==> config.mk <==
export PLATFORM = sky130hd
export DESIGN_NAME = rgb_led_scheduler
export DESIGN_NICKNAME = d
export VERILOG_FILES = /design/src/rtl/rgb_led_pkg.sv /design/src/rtl/rgb_pwm_channel.sv /design/src/rtl/rgb_led_scheduler.sv
export SDC_FILE = /design/constraint.sdc
export NUM_CORES = 1
export LEC_CHECK = 0
export CAP_MARGIN = 10
export CORE_AREA = 3 3 122 124
export CTS_CLUSTER_SIZE = 28
export DETAILED_ROUTE_END_ITERATION = 6
export DIE_AREA = 0 0 125 127
export PLACE_DENSITY = 0.57
export SLEW_MARGIN = 5
export SYNTH_ARGS = -nofsm -noshare
export SYNTH_HDL_FRONTEND = slang
export SYNTH_SLANG_ARGS = --single-unit
==> constraint.sdc <==
create_clock -name clk -period 7.64 [get_ports clk]
set_clock_uncertainty 0.2 [all_clocks]
set_input_delay 1.528 -clock clk [delete_from_list [all_inputs] [get_ports clk]]
set_output_delay 1.528 -clock clk [all_outputs]
set_load 0.05 [all_outputs]
==> src/rtl/rgb_led_pkg.sv <==
// Shared definitions for the RGB LED scheduler: FSM encoding, colour field layout, named colours.
package rgb_led_pkg;

    typedef enum logic [1:0] {
        ST_IDLE = 2'd0,
        ST_SHOW = 2'd1,
        ST_GAP  = 2'd2
    } state_t;

    localparam int CH_W      = 8;
    localparam int RED_LSB   = 16;
    localparam int GREEN_LSB = 8;
    localparam int BLUE_LSB  = 0;

    localparam logic [23:0] RGB_RED   = 24'hFF0000;
    localparam logic [23:0] RGB_GREEN = 24'h00FF00;
    localparam logic [23:0] RGB_BLUE  = 24'h0000FF;
    localparam logic [23:0] RGB_WHITE = 24'hFFFFFF;
    localparam logic [23:0] RGB_OFF   = 24'h000000;

    function automatic logic [CH_W-1:0] duty_of(input logic [23:0] rgb, input int lsb);
        return rgb[lsb +: CH_W];
    endfunction

endpackage

==> src/rtl/rgb_pwm_channel.sv <==
// One PWM channel: registered compare of duty against the shared counter, one cycle latency.
// No flow control; output is forced low whenever en is low.
module rgb_pwm_channel
    import rgb_led_pkg::*;
(
    input  logic            clk,
    input  logic            rst_n,
    input  logic            en,
    input  logic [CH_W-1:0] duty,
    input  logic [CH_W-1:0] pwm_cnt,
    output logic            pwm
);

    always_ff @(posedge clk or negedge rst_n) begin
        if (!rst_n) begin
            pwm <= 1'b0;
        end else begin
            pwm <= en && (pwm_cnt < duty);
        end
    end

endmodule

==> src/rtl/rgb_led_scheduler.sv <==
// Two-requester round-robin colour scheduler driving three PWM channels for dur_ms ms per command.
// Ready only in IDLE (one idle cycle between commands); optional dark gap under RGB_LED_SCHEDULER_GAP_EN.
module rgb_led_scheduler
    import rgb_led_pkg::*;
#(
    parameter int PRESCALE = 12000,
    parameter int GAP_MS   = 50
) (
    input  logic        clk,
    input  logic        rst_n,
    input  logic        a_valid,
    output logic        a_ready,
    input  logic [23:0] a_rgb,
    input  logic [15:0] a_dur_ms,
    input  logic        b_valid,
    output logic        b_ready,
    input  logic [23:0] b_rgb,
    input  logic [15:0] b_dur_ms,
    output logic        red_pwm,
    output logic        green_pwm,
    output logic        blue_pwm,
    output logic        busy,
    output logic        grant_b
);

    localparam int PW = (PRESCALE > 1) ? $clog2(PRESCALE) : 1;
    localparam logic [PW-1:0] PRESC_MAX = PW'(PRESCALE - 1);

    state_t          state;
    logic [PW-1:0]   presc;
    logic [15:0]     ms_left;
    logic [23:0]     color;
    logic [CH_W-1:0] pwm_cnt;

    logic        idle;
    logic        accept_a;
    logic        accept_b;
    logic        accept;
    logic [23:0] acc_rgb;
    logic [15:0] acc_dur;
    logic        tick;
    logic        ms_last;
    logic        show_nxt;
    logic [23:0] duty_src;

    // On a tie the requester that did not own the previous command wins.
    assign idle     = (state == ST_IDLE);
    assign a_ready  = idle && a_valid && (!b_valid || grant_b);
    assign b_ready  = idle && b_valid && (!a_valid || !grant_b);
    assign accept_a = a_valid && a_ready;
    assign accept_b = b_valid && b_ready;
    assign accept   = accept_a || accept_b;
    assign acc_rgb  = accept_b ? b_rgb : a_rgb;
    assign acc_dur  = accept_b ? b_dur_ms : a_dur_ms;
    assign busy     = !idle;

    assign tick     = (presc == PRESC_MAX);
    assign ms_last  = tick && (ms_left == 16'd1);

    // Channels register the next-cycle view so the new colour appears in the first SHOW cycle.
    assign show_nxt = accept || ((state == ST_SHOW) && !ms_last);
    assign duty_src = accept ? acc_rgb : color;

    always_ff @(posedge clk or negedge rst_n) begin
        if (!rst_n) begin
            pwm_cnt <= '0;
        end else begin
            pwm_cnt <= pwm_cnt + CH_W'(1);
        end
    end

    always_ff @(posedge clk or negedge rst_n) begin
        if (!rst_n) begin
            state   <= ST_IDLE;
            presc   <= '0;
            ms_left <= '0;
            color   <= '0;
            grant_b <= 1'b1;
        end else begin
            if (accept || tick) begin
                presc <= '0;
            end else begin
                presc <= presc + PW'(1);
            end
            case (state)
                ST_IDLE: begin
                    if (accept) begin
                        state   <= ST_SHOW;
                        color   <= acc_rgb;
                        grant_b <= accept_b;
                        ms_left <= (acc_dur == 16'd0) ? 16'd1 : acc_dur;
                    end
                end
                ST_SHOW: begin
                    if (ms_last) begin
`ifdef RGB_LED_SCHEDULER_GAP_EN
                        state   <= ST_GAP;
                        ms_left <= 16'(GAP_MS);
`else
                        state   <= ST_IDLE;
`endif
                    end else if (tick) begin
                        ms_left <= ms_left - 16'd1;
                    end
                end
`ifdef RGB_LED_SCHEDULER_GAP_EN
                ST_GAP: begin
                    if (ms_last) begin
                        state <= ST_IDLE;
                    end else if (tick) begin
                        ms_left <= ms_left - 16'd1;
                    end
                end
`endif
                default: state <= ST_IDLE;
            endcase
        end
    end

    rgb_pwm_channel u_red (
        .clk     (clk),
        .rst_n   (rst_n),
        .en      (show_nxt),
        .duty    (duty_of(duty_src, RED_LSB)),
        .pwm_cnt (pwm_cnt),
        .pwm     (red_pwm)
    );

    rgb_pwm_channel u_green (
        .clk     (clk),
        .rst_n   (rst_n),
        .en      (show_nxt),
        .duty    (duty_of(duty_src, GREEN_LSB)),
        .pwm_cnt (pwm_cnt),
        .pwm     (green_pwm)
    );

    rgb_pwm_channel u_blue (
        .clk     (clk),
        .rst_n   (rst_n),
        .en      (show_nxt),
        .duty    (duty_of(duty_src, BLUE_LSB)),
        .pwm_cnt (pwm_cnt),
        .pwm     (blue_pwm)
    );

endmodule

==> reports/results.tsv, run 1 <==
metric	value	unit
nNetsFinal	644	
hold_class	reg -> reg	
hold_violations	0	
synth_edf_count	0	
yosys.cell_types.count	58	
die_height	127	µm
crit_fanout	7	
synth_flop_cell	dfrtp_1	
grt_pass1_wl	18750	µm
cp-start-kind	input pin	
finalMaxSlewViolations	0	
report.power.total	1.023	mW
detail_route.wl_per_cell	15.89	µm
synthCells	447	
drc	0	
slowest_delay	0.81	ns
wl	11440	µm
critical_path.slowest_cell	clkdlybuf4s50_1	
insertion_delay	0.33	ns
status	finished clean	
ys_async_sr_fraction	100.0	%
seqPwrFrac	41.1	%
coreArea	13880	µm²
synth_top_cells_by_count	dfrtp_1 (66), nand2_1 (44), mux2i_1 (31), o21ai_1 (28), nor2_1 (26)	
r2r.worst_path.cells	13	
comb_power_share	18.6	%
areaGrowthSynthToFinish	33.53	%
dieArea	15880	µm²
setup_tns	0	ns
nFillCells	1437	
rsz0062_at_grt	no	
power.density	184.7	nW/µm²
synth_area_per_cell	9.282	µm²
antenna_cells	0	
worst_pin_slew	0.8885	ns
layout-drive-gt1-share	9.074	%
synthTopCellsByArea	dfrtp_1 (40%), ha_1 (7.5%), mux2i_1 (7.5%), nand2_1 (4.0%), o21ai_1 (3.4%)	
via_per_inst	5.090	
finalCriticalPeriod	5.304	ns
clk_root_buffer_cell	clkbuf_16	
swShare	26.92	%
row_count	43	
drt_iter0_markers	240	
yosysMostFrequentCell	dfrtp_1	
netlist_area	4149	µm²
firstDrtPassIters	4	
max_freq	188.6	MHz
hold_depth	1	
antenna_left	0	
synth_top_area_share	39.81	%
final-setup-viol-count	0	
grt_max_degree	68	
fin_crit_sh	69.42	%
cts_tree	built	
path_class	in -> out	
cts-resized-gates	0	
post_cts_buffers	0	
clk_pin_slew	0.05	ns
p_clk_share	40.3	%
power.leakage	2.538	nW
slew_headroom	40.27	%
cts_sinks	67	
synth_nets	556	
r2r_slack	4.36	ns
crit_chain	clkdlybuf4s50_1, nor2b_1, nand2_2, inv_2, clkdlybuf4s50_1	
initial_utilization	29.89	%
reg2reg_to	u_blue.pwm$_DFF_PN0_	
clock_path_buffers	2	
maxCapViolations	0	
antenna_found_initial	1	
ys_seq_area_share	40.44	%
p_sw	0.2754	mW
p_int	0.7479	mW
required	5.91	ns
dr_total_vias	3665	
h-tree-depth	3	
synth.ff_latch_count	67	
synth_top_area_cell	dfrtp_1	
critPathArrivalTime	3.58	ns
numCtsBuffers	9	
cp_common_cell	clkdlybuf4s50_1	
grt_pass1_vias	3783	
hpwl	8091	µm
hold_buffers	0	
fp.dieW	125	µm
yosysWarnings	0	
overflow	0	
hold_end	presc[0]$_DFF_PN0_	
min_from	presc[0]$_DFF_PN0_	
io_buffers	90	
grt_usage	14.56	%
gp_congestion	0.8408	
io_pins	91	
timing.rr.start	state[0]$_DFFE_PN0P_	
crit_path_end_kind	primary output	
ir_drop	0.1053	mV
[cells in the final DEF (no fill, tap or decap), types with 3 or more instances in the layout]
master            n
a211oi_1          5
a21o_1            6
a21oi_1          19
a221oi_1          5
a31oi_1           4
and2_1            3
and3_1            5
buf_4             4
clkbuf_16         9
clkdlybuf4s50_1  89
clkinv_2          3
dfrtp_1          66
ha_1             25
inv_1            18
inv_2            12
mux2_2            3
mux2i_1          31
nand2_1          43
nand3_1          20
nand4_1           9
nor2_1           26
nor3_1           11
nor4_1            9
o211ai_1          6
o21ai_0          12
o21ai_1          28
xnor2_1           8
xor2_1           10
[critical path: cells and delay by family]
kind | cells | cell delay, ns
buffers and inverters | 3 | 1.56
and+or+nand+nor | 2 | 0.49
[cells by family (layout without fill, tap and decap cells)]
family          after synthesis  count (layout)  synth area share [%]
simple gates                151             151                 18.79
compound gates              105             105                 16.77
flops                        67              67                 40.44
buf+inv                      47             140                 4.373
mux                          34              34                 8.293
fa+ha+maj                    25              25                 7.539
xor+xnor                     18              18                 3.800
[worst max-delay path by stage]
stage | start | to | slack, ns | cells after the start
floorplan | a_valid | a_ready | 3.56 | 2
global placement | b_valid | b_ready | 2.38 | 5
detailed placement | b_valid | b_ready | 2.32 | 5
CTS | b_valid | b_ready | 2.33 | 5
global route | b_valid | b_ready | 2.24 | 5
finish | b_valid | b_ready | 2.34 | 5
[metal layers]
layer	up-vias	track usage, %	part of all wire [%]	wire length, µm
met5	-	0	0.11	13
met4	2	3.380	1.3	147
met3	17	4.682	7.2	822
met2	109	24.90	48	5527
met1	1731	18.02	43	4928
li1	1806	-	-	-
[power by group through the flow]
stage | combinational, mW | sequential [mW] | clock (mW)
3_3_place_gp | 0.185 | 0.427 | 0
4_1_cts | 0.194 | 0.421 | 0.422
3_5_place_dp | 0.191 | 0.427 | 0
5_1_grt | 0.215 | 0.426 | 0.436
6_report | 0.191 | 0.421 | 0.412
2_1_floorplan | 0.0963 | 0.432 | 0
[registers in the layout, summed over array words and instances, names as in the netlist]
register     count
ms_left         16
state            1
pwm_cnt          8
grant_b          1
u_blue.pwm       1
color           24
u_red.pwm        1
presc           14
u_green.pwm      1
[stage by stage]
| stage | hold slack [ns] | std cells | area, µm² | utilization, % | setup slack, ns |
|---|---|---|---|---|---|
| floorplan | 0.2547 | 447 | 4149 | - | 3.560 |
| global placement | 0.2806 | 704 | 5245 | 37.79 | 2.378 |
| detailed placement | 0.2849 | 704 | 5245 | 37.79 | 2.322 |
| CTS | 0.2926 | 720 | 5540 | 39.91 | 2.327 |
| global route | 0.3143 | 720 | 5540 | 39.91 | 2.236 |
| finish | 0.2925 | 720 | 5540 | 39.91 | 2.336 |
[cell type report]
type	instances	area, µm²	share of cell area (%)
multi-input combinational	333	2303	41.58
sequential	67	1678	30.28
timing repair buffer	94	925.9	16.71
clock buffer	11	242.7	4.381
tap	180	225.2	4.065
inverter	30	112.6	2.033
clock inverter	5	52.55	0.9485
Power figures use the tool's default switching activity.
==> run 2: changes to the inputs <==
==> constraint.sdc (replaced) <==
create_clock -name clk -period 5.6 [get_ports clk]
set_clock_uncertainty 0.2 [all_clocks]
set_input_delay 1.12 -clock clk [delete_from_list [all_inputs] [get_ports clk]]
set_output_delay 1.12 -clock clk [all_outputs]
set_load 0.05 [all_outputs]
==> reports/results.tsv, run 2 (synthesis results as in run 1) <==
metric	value	unit	change
required	4.28	ns	was 5.91 ns
antenna_left	0		unchanged
largestRegisters	color (24), ms_left (16), presc (14)		unchanged
rsz0062_at_grt	no		unchanged
cp_common_cell	clkdlybuf4s50_1		unchanged
detail_route.wl_per_cell	15.39	µm	was 15.89 µm
grt_max_degree	45		was 68
drt_iter0_markers	262		was 240
final-setup-viol-count	0		unchanged
row_count	43		unchanged
hold_buffers	0		unchanged
h-tree-depth	3		unchanged
critPathBufInv	3		unchanged
final_cell_mix	clkdlybuf4s50_1 (89), dfrtp_1 (66), nand2_1 (43)		unchanged
clk_root_buffer_cell	clkbuf_16		unchanged
critical_path.slowest_cell	clkdlybuf4s50_1		unchanged
overflow	0		unchanged
grt_pass1_wl	18550	µm	was 18750 µm
layout_commonest_cell	clkdlybuf4s50_1		unchanged
wl	11070	µm	was 11440 µm
path_class	in -> out		unchanged
initial_utilization	29.89	%	unchanged
worst_pin_slew	0.7540	ns	was 0.8885 ns
drc	0		unchanged
place_ws	1.115	ns	was 2.322 ns
max_freq	223.2	MHz	
io_pins	91		unchanged
utilization	39.91	%	unchanged
layout-drive-gt1-share	8.720	%	was 9.074%
dieArea	15880	µm²	unchanged
antenna_found_initial	1		unchanged
status	finished clean		unchanged
nNetsFinal	644		unchanged
hold_violations	0		unchanged
gp_congestion	0.8441		was 0.8408
cp-start-kind	input pin		unchanged
nFillCells	1390		was 1437
slowest_delay	0.82	ns	was 0.81 ns
clk_pin_slew	0.05	ns	about the same
report.power.total	1.398	mW	was 1.023 mW
cts_sinks	67		unchanged
setup_ws	1.119	ns	was 2.336 ns
dpl_cell_area	5245	µm²	unchanged
firstDrtPassIters	4		unchanged
final_area	5540	µm²	unchanged
regArea	1678	µm²	unchanged
post_cts_buffers	0		unchanged
io_buffers	90		unchanged
crit_fanout	7		unchanged
ir_drop	0.1166	mV	was 0.1053 mV
critPathArrivalTime	3.16	ns	was 3.58 ns
power.density	252.4	nW/µm²	was 184.7 nW/µm²
largest_register_ffs	24		unchanged
power.leakage	2.538	nW	about the same
finalMaxSlewViolations	0		unchanged
grt_pass1_vias	3792		was 3783
crit_path_end_kind	primary output		unchanged
cts-resized-gates	0		unchanged
finalCriticalPeriod	4.481	ns	
grt_usage	14.08	%	was 14.56%
fin_crit_sh	80.02	%	
crit_chain	clkdlybuf4s50_1, nor2b_1, nand2_2, inv_2, clkdlybuf4s50_1		unchanged
multi_input_area	2303	µm²	unchanged
slew_headroom	49.32	%	was 40.27%
insertion_delay	0.32	ns	was 0.33 ns
die_height	127	µm	unchanged
hpwl	8236	µm	was 8091 µm
via_per_inst	5.075		was 5.090
dr_total_vias	3649		was 3665
cts_tree	built		unchanged
regMostFlops	color		unchanged
fp.dieW	125	µm	unchanged
setup_tns	0	ns	unchanged
hold_class	reg -> reg		unchanged
antenna_cells	0		unchanged
areaGrowthSynthToFinish	33.53	%	unchanged
coreArea	13880	µm²	unchanged
maxCapViolations	0		unchanged
numCtsBuffers	9		unchanged
critPathTopFamily	buffers and inverters		unchanged
clock_path_buffers	2		unchanged
==> run 2: worst paths after layout <==
path	slack (ns)	to	startpoint	cells past startpoint
min in group asynchronous	0.59	presc[10]$_DFF_PN0_	rst_n	1
setup / recovery	1.12	b_ready	b_valid	5
hold / removal	0.28	presc[0]$_DFF_PN0_	presc[0]$_DFF_PN0_	1
setup reg to reg	2.35	u_blue.pwm$_DFF_PN0_	state[0]$_DFFE_PN0P_	13
max in group asynchronous	3.62	ms_left[15]$_DFFE_PN0P_	rst_n	2
hold reg to reg	0.28	presc[0]$_DFF_PN0_	presc[0]$_DFF_PN0_	1
==> run 2: per-stage QoR <==
step | cells | hold WS [ns]
CTS | 719 | 0.2823
detailed placement | 704 | 0.2754
floorplan | 447 | 0.2547
global route | 719 | 0.3223
global placement | 704 | 0.2723
finish | 719 | 0.2775
==> run 2: area by class of cell <==
| cell class | count | area share (%) |
|---|---|---|
| multi-input cells | 333 | 41.58 |
| repair buffers | 94 | 16.71 |
| inverters | 30 | 2.033 |
| clock inverters | 2 | 0.6323 |
| flip-flops and latches | 67 | 30.28 |
| well taps | 180 | 4.065 |
| clock buffers | 13 | 4.697 |
==> run 2: report_power, final <==
group / switching, mW / internal (mW) / total (mW)
combinational: 0.129 / 0.129 / 0.258
sequential: 0.0394 / 0.536 / 0.576
clock: 0.198 / 0.366 / 0.565
total: 0.367 / 1.03 / 1.40
==> run 2: routing by layer <==
| layer | up-vias | track usage, % | share of wire, % |
|---|---|---|---|
| met2 | 115 | 23.54 | 47 |
| met3 | 16 | 3.804 | 6.3 |
| met4 | 2 | 3.316 | 1.1 |
| li1 | 1813 | - | - |
| met1 | 1703 | 18.32 | 46 |
| met5 | - | 0 | 0.12 |
==> edit 1 (flow settings as in run 2) <==
Re-encode `state_t` (3 states) as one-hot, 3 bits wide.
--- a/src/rtl/rgb_led_pkg.sv
+++ b/src/rtl/rgb_led_pkg.sv
@@ -2,8 +2,8 @@
 package rgb_led_pkg;
 
-    typedef enum logic [1:0] {
-        ST_IDLE = 2'd0,
-        ST_SHOW = 2'd1,
-        ST_GAP  = 2'd2
+    typedef enum logic [2:0] {
+        ST_IDLE = 3'b001,
+        ST_SHOW = 3'b010,
+        ST_GAP  = 3'b100
     } state_t;
 
Function: same outputs for any inputs over 10 cycles, from zero or initial values and one cycle with rst_n low; not proved beyond that.
==> edit 1 against run 2 <==
First-iteration DRC count is 25% lower; sequential cell count increased by 1; critical path depth unchanged; non-clock buffer count is 1 lower; design area down 1.1%; area after synthesis is 0.51% higher; routed wire length rose by 3.3%; cell count up 0.14%; worst setup slack gained 0.12 ns; register-to-register slack got worse by 0.40 ns.
Power is not compared: it rests on default switching activity, and its combinational part moved more than twofold at a synthesized area within 25%.
==> edit 1: results (changes against run 2) <==
stage,metric,value,unit,change
drt,vias,3740,,+2.5%
placement,place.gp.congestion,0.884,,+4.8%
power_and_ir_drop,max-vdd-ir-drop,185,µV,
placement,port_buffers,90,,unchanged
worst_setup_path,critical-path-max-stage-delay,0.89,ns,+0.07 ns
logic_synthesis,synth_top_area_share,39.6,%,-0.20 points
logic_synthesis,yosys.cell_types.count,60,,+3.4%
final_layout,fill_cells,1415,,+1.8%
worst_setup_path,path_delay_family,buffers and inverters,,
logic_synthesis,yosys-top-cells-area,"dfrtp_1, ha_1, mux2i_1",,
final_layout,finalNetCount,645,,+0.16%
sta,hold_slack,0.284,ns,+0.00665 ns
drt,dr.pass1.iters,4,,unchanged
clocking,clock_path_buffers,2,,unchanged
grt,antenna_found_initial,0,,-1
grt,grt_pass1_vias,3764,,-0.74%
logic_synthesis,ys_seq_area_share,40.9,%,+0.42 points
clocking,post-cts-setup-buffers,0,,unchanged
worst_setup_path,reg2reg_from,state[0],,
worst_setup_path,reg2reg_slack,1.95,ns,-0.40 ns
clocking,insertion_delay,0.33,ns,
clocking,clk_pin_slew,0.05,ns,about the same
worst_setup_path,r2r-end,u_green.pwm,,
worst_setup_path,worstPathMaxFanout,12,,+5
drt,drt_iter0_markers,197,,-25%
clocking,htreeDepth,3,,unchanged
worst_setup_path,r2r_cells,10,,-3
logic_synthesis,synth_commonest_cells,"dfrtp_1, nor2_1, a21oi_1, inv_1, nand2_1",,
min_path,min_path_cells,1,,unchanged
grt,grt_pass1_wl,18800,µm,+1.3%
drt,drt-total-wl,11400,µm,+3.3%
placement,dpl.hpwl,8390,µm,+1.9%
grt,track_usage,14.3,%,+0.25 points
status,status,"complete, no violations",,
sta,max-slew-margin-rel,21.8,%,-28 points
min_path,hold_path_end,presc[0],,
grt,grt_start_max_net_pins,69,,+53%
placement,pre_cts_slack,1.15,ns,+0.0375 ns
logic_synthesis,synth_nets,562,,+1.1%
final_layout,drive_above_1_share,6.48,%,-2.2 points
worst_setup_path,cp.arrival,3.04,ns,-0.12 ns
[edit 1: layer usage]
metal / global-route usage (%) / vias to the layer above / part of all wire, % / wire length [µm]
li1: - / 1794 / - / -
met1: 18.0 / 1809 / 43 / 4900
met2: 24.5 / 119 / 50 / 5710
met3: 4.10 / 18 / 5.8 / 665
met4: 3.38 / 0 / 1.4 / 160
met5: 0 / - / 0 / 0
[edit 1: stage by stage]
stage	area (µm²)	cells
floorplan	4170	453
global placement	5210	705
detailed placement	5210	705
CTS	5480	720
global route	5480	720
finish	5480	720
[edit 1: power by group]
part	total, µW	internal [µW]	leakage [µW]	switching, µW
Combinational	1090	439	0.00157	654
Sequential	809	680	0.000816	130
Clock	521	320	0.000135	200
Total	2420	1440	0.00252	984
[edit 1: cell type report]
class / count / share of cell area [%]
clock buffers: 13 / 4.75
clock inverters: 2 / 0.183
inverters: 34 / 2.33
multi-input cells: 330 / 40.8
flip-flops and latches: 68 / 31.1
well taps: 180 / 4.11
repair buffers: 93 / 16.8
[edit 1: worst max-delay path by stage]
stage,start,endpoint,slack (ns),cells after the start
5_1_grt,a_valid,b_ready,1.15,5
2_1_floorplan,b_valid,u_blue.pwm,2.14,12
3_3_place_gp,b_valid,b_ready,1.25,4
3_5_place_dp,b_valid,u_blue.pwm,1.15,11
6_report,a_valid,b_ready,1.24,5
4_1_cts,b_valid,b_ready,1.23,4
[edit 1: kinds of logic (layout without fill, tap and decap cells)]
group	after synthesis	after routing	synth area share (%)
AOI/OAI and AO/OA	100	100	15.5
adders and majority gates	25	25	7.50
buffers and inverters	55	142	5.67
and+or+nand+nor	157	157	19.5
DFF	68	68	40.9
xor gates and xnor gates	18	18	3.78
muxes	30	30	7.26
==> edit 2 (flow settings as in run 2) <==
Made on the original files. The option `RGB_LED_SCHEDULER_GAP_EN` is turned on by a define.
--- a/src/rtl/rgb_led_scheduler.sv
+++ b/src/rtl/rgb_led_scheduler.sv
@@ -1,4 +1,6 @@
 // Two-requester round-robin colour scheduler driving three PWM channels for dur_ms ms per command.
 // Ready only in IDLE (one idle cycle between commands); optional dark gap under RGB_LED_SCHEDULER_GAP_EN.
+`define RGB_LED_SCHEDULER_GAP_EN
+
 module rgb_led_scheduler
     import rgb_led_pkg::*;
Check against the original RTL: same outputs for any inputs over 10 cycles, from zero or initial values and one cycle with rst_n low; that may be too few to reach the edited logic, so the function may still have changed.
==> edit 2 against run 2 <==
Critical path depth decreased by 1; sequential cell count is 1 higher; worst setup slack better by 0.35 ns; design area rose by 5.1%; routed wire length rose by 5.1%; die area unchanged; area after synthesis is 6.2% higher.
Power is not compared: it rests on default switching activity, and its combinational part moved more than twofold at a synthesized area within 25%.
==> edit 2: results (changes against run 2) <==
stage,metric,value,unit,change
logic_synthesis,yosys.cell_types.count,61,,+5.2%
worst_setup_path,slowest_stage,clkdlybuf4s50_1,,
worst_setup_path,r2r_cells,11,,-2
worst_setup_path,path_delay_family,buffers and inverters,,
worst_setup_path,worstPathMaxFanout,5,,-2
drt,drt_iter0_markers,251,,-4.2%
grt,antenna_found_initial,0,,-1
worst_setup_path,reg2reg_from,state[0],,
placement,place.gp.congestion,0.823,,-2.5%
sta,worstMarginPinSlew,1.02,ns,+0.271 ns
clocking,cts_root_buf,clkbuf_16,,
min_path,hold_path_end,presc[0],,
clocking,htreeDepth,3,,unchanged
power_and_ir_drop,p_int,1530,µW,
grt,track_usage,14.7,%,+0.60 points
clocking,clock_path_buffers,2,,unchanged
power_and_ir_drop,max-vdd-ir-drop,204,µV,
final_layout,reg_top3,"color x24, ms_left x16, presc x14",,
worst_setup_path,reg2reg_slack,2.22,ns,-0.13 ns
logic_synthesis,synth_edf_count,0,,unchanged
worst_setup_path,crit_start,b_valid,,
worst_setup_path,r2r-end,u_green.pwm,,
logic_synthesis,synth_commonest_cells,"dfrtp_1, nand2_1, mux2i_1, o21ai_0, inv_1",,
logic_synthesis,yosys-top-cells-area,"dfrtp_1, mux2i_1, ha_1",,
placement,placed_area,5480,µm²,+4.6%
clocking,insertion_delay,0.33,ns,
min_path,hold_class,reg -> reg,,
final_layout,drive_above_1_share,6.56,%,-2.2 points
clocking,cts_buffers,9,,unchanged
placement,port_buffers,90,,unchanged
placement,dpl.hpwl,8800,µm,+6.9%
logic_synthesis,ys_seq_area_share,38.6,%,-1.8 points
drt,wire_per_inst,15.6,µm,+1.6%
worst_setup_path,critical-path-max-stage-delay,0.83,ns,
logic_synthesis,synth_top_area_share,38.0,%,-1.8 points
logic_synthesis,synth_nets,585,,+5.2%
clocking,post-cts-setup-buffers,0,,unchanged
drt,vias,3820,,+4.7%
clocking,post_cts_resized,0,,unchanged
power_and_ir_drop,p_leak,0.00263,µW,
status,status,"complete, no violations",,
grt,grt_pass1_wl,19200,µm,+3.3%
final_layout,finalNetCount,672,,+4.3%
clocking,clk_pin_slew,0.05,ns,about the same
logic_synthesis,synth_warnings,0,,unchanged
logic_synthesis,synth-async-reset-ratio,100,%,unchanged
min_path,hold_start,presc[0],,
final_layout,antenna_cells,0,,unchanged
grt,grt_start_max_net_pins,69,,+53%
drt,dr.pass1.iters,4,,unchanged
min_path,min_path_cells,1,,unchanged
logic_synthesis,synth_ff_type,dfrtp_1,,
[edit 2: cell types whose count changed after synthesis, sizes merged, moves of 4 or more]
cell    before  now
a21oi       19   14
a221oi       7    0
buf          4   10
clkbuf      13    7
ha          25   29
mux2i       31   38
nand2       44   53
nand4        9   14
o311ai       0    6
[edit 2: final cells by class]
| cell class | count | area, µm² |
|---|---|---|
| multi-input combinational | 355 | 2520 |
| fill | 1402 | 8060 |
| sequential | 68 | 1700 |
| tap | 180 | 225 |
| inverter | 32 | 120 |
| clock buffer | 11 | 253 |
| timing repair buffer | 93 | 918 |
| clock inverter | 5 | 83.8 |
[edit 2: how the worst max path moves through the flow]
stage,endpoint,slack (ns),cells past startpoint
floorplan,u_green.pwm,2.14,10
global placement,u_green.pwm,1.44,11
detailed placement,u_green.pwm,1.17,11
CTS,b_ready,1.46,4
global route,u_green.pwm,1.31,11
finish,b_ready,1.47,4
[edit 2: worst register-to-register path, cell delays in order (launching register included)]
cell and delay (ns):
dfrtp_1 0.37, inv_1 0.09, ha_1 0.30, nand3_2 0.10, buf_4 0.57, mux2i_1 0.20, o21ai_0 0.26, inv_1 0.09
ha_1 0.30, a21o_1 0.16, a21o_1 0.17, a2111oi_0 0.45
[edit 2: cells by family after synthesis]
group / Yosys count / synth area share [%]
compound gates: 103 / 15.2
xor+xnor: 16 / 3.18
fa+ha+maj: 29 / 8.23
buf+inv: 49 / 4.63
flops: 68 / 38.6
mux: 40 / 9.14
simple gates: 167 / 21.0
[edit 2: power by group through the flow]
stage	clock network [µW]	logic [µW]	registers (µW)
after floorplan	0	766	823
after global placement	0	1100	800
after detailed placement	0	1120	802
after CTS	646	1130	798
after global routing	666	1260	821
final	635	1110	799
[edit 2: metrics by stage]
step / worst slack (ns) / utilization (%) / instances / total power (µW) / hold WS, ns
after floorplan: 2.14 / - / 472 / 1590 / 0.248
after global placement: 1.44 / 39.5 / 728 / 1900 / 0.267
after detailed placement: 1.17 / 39.5 / 728 / 1920 / 0.278
after CTS: 1.46 / 41.9 / 744 / 2570 / 0.285
after global routing: 1.31 / 41.9 / 744 / 2740 / 0.311
final: 1.47 / 41.9 / 744 / 2540 / 0.278
[edit 2: layer usage]
layer  global-route usage (%)  part of all wire (%)  wire length, µm
met2                     26.0                    49             5650
met4                     3.57                   1.1              123
met3                     3.09                   4.7              547
met1                     18.4                    46             5320
met5                        0                     0                0
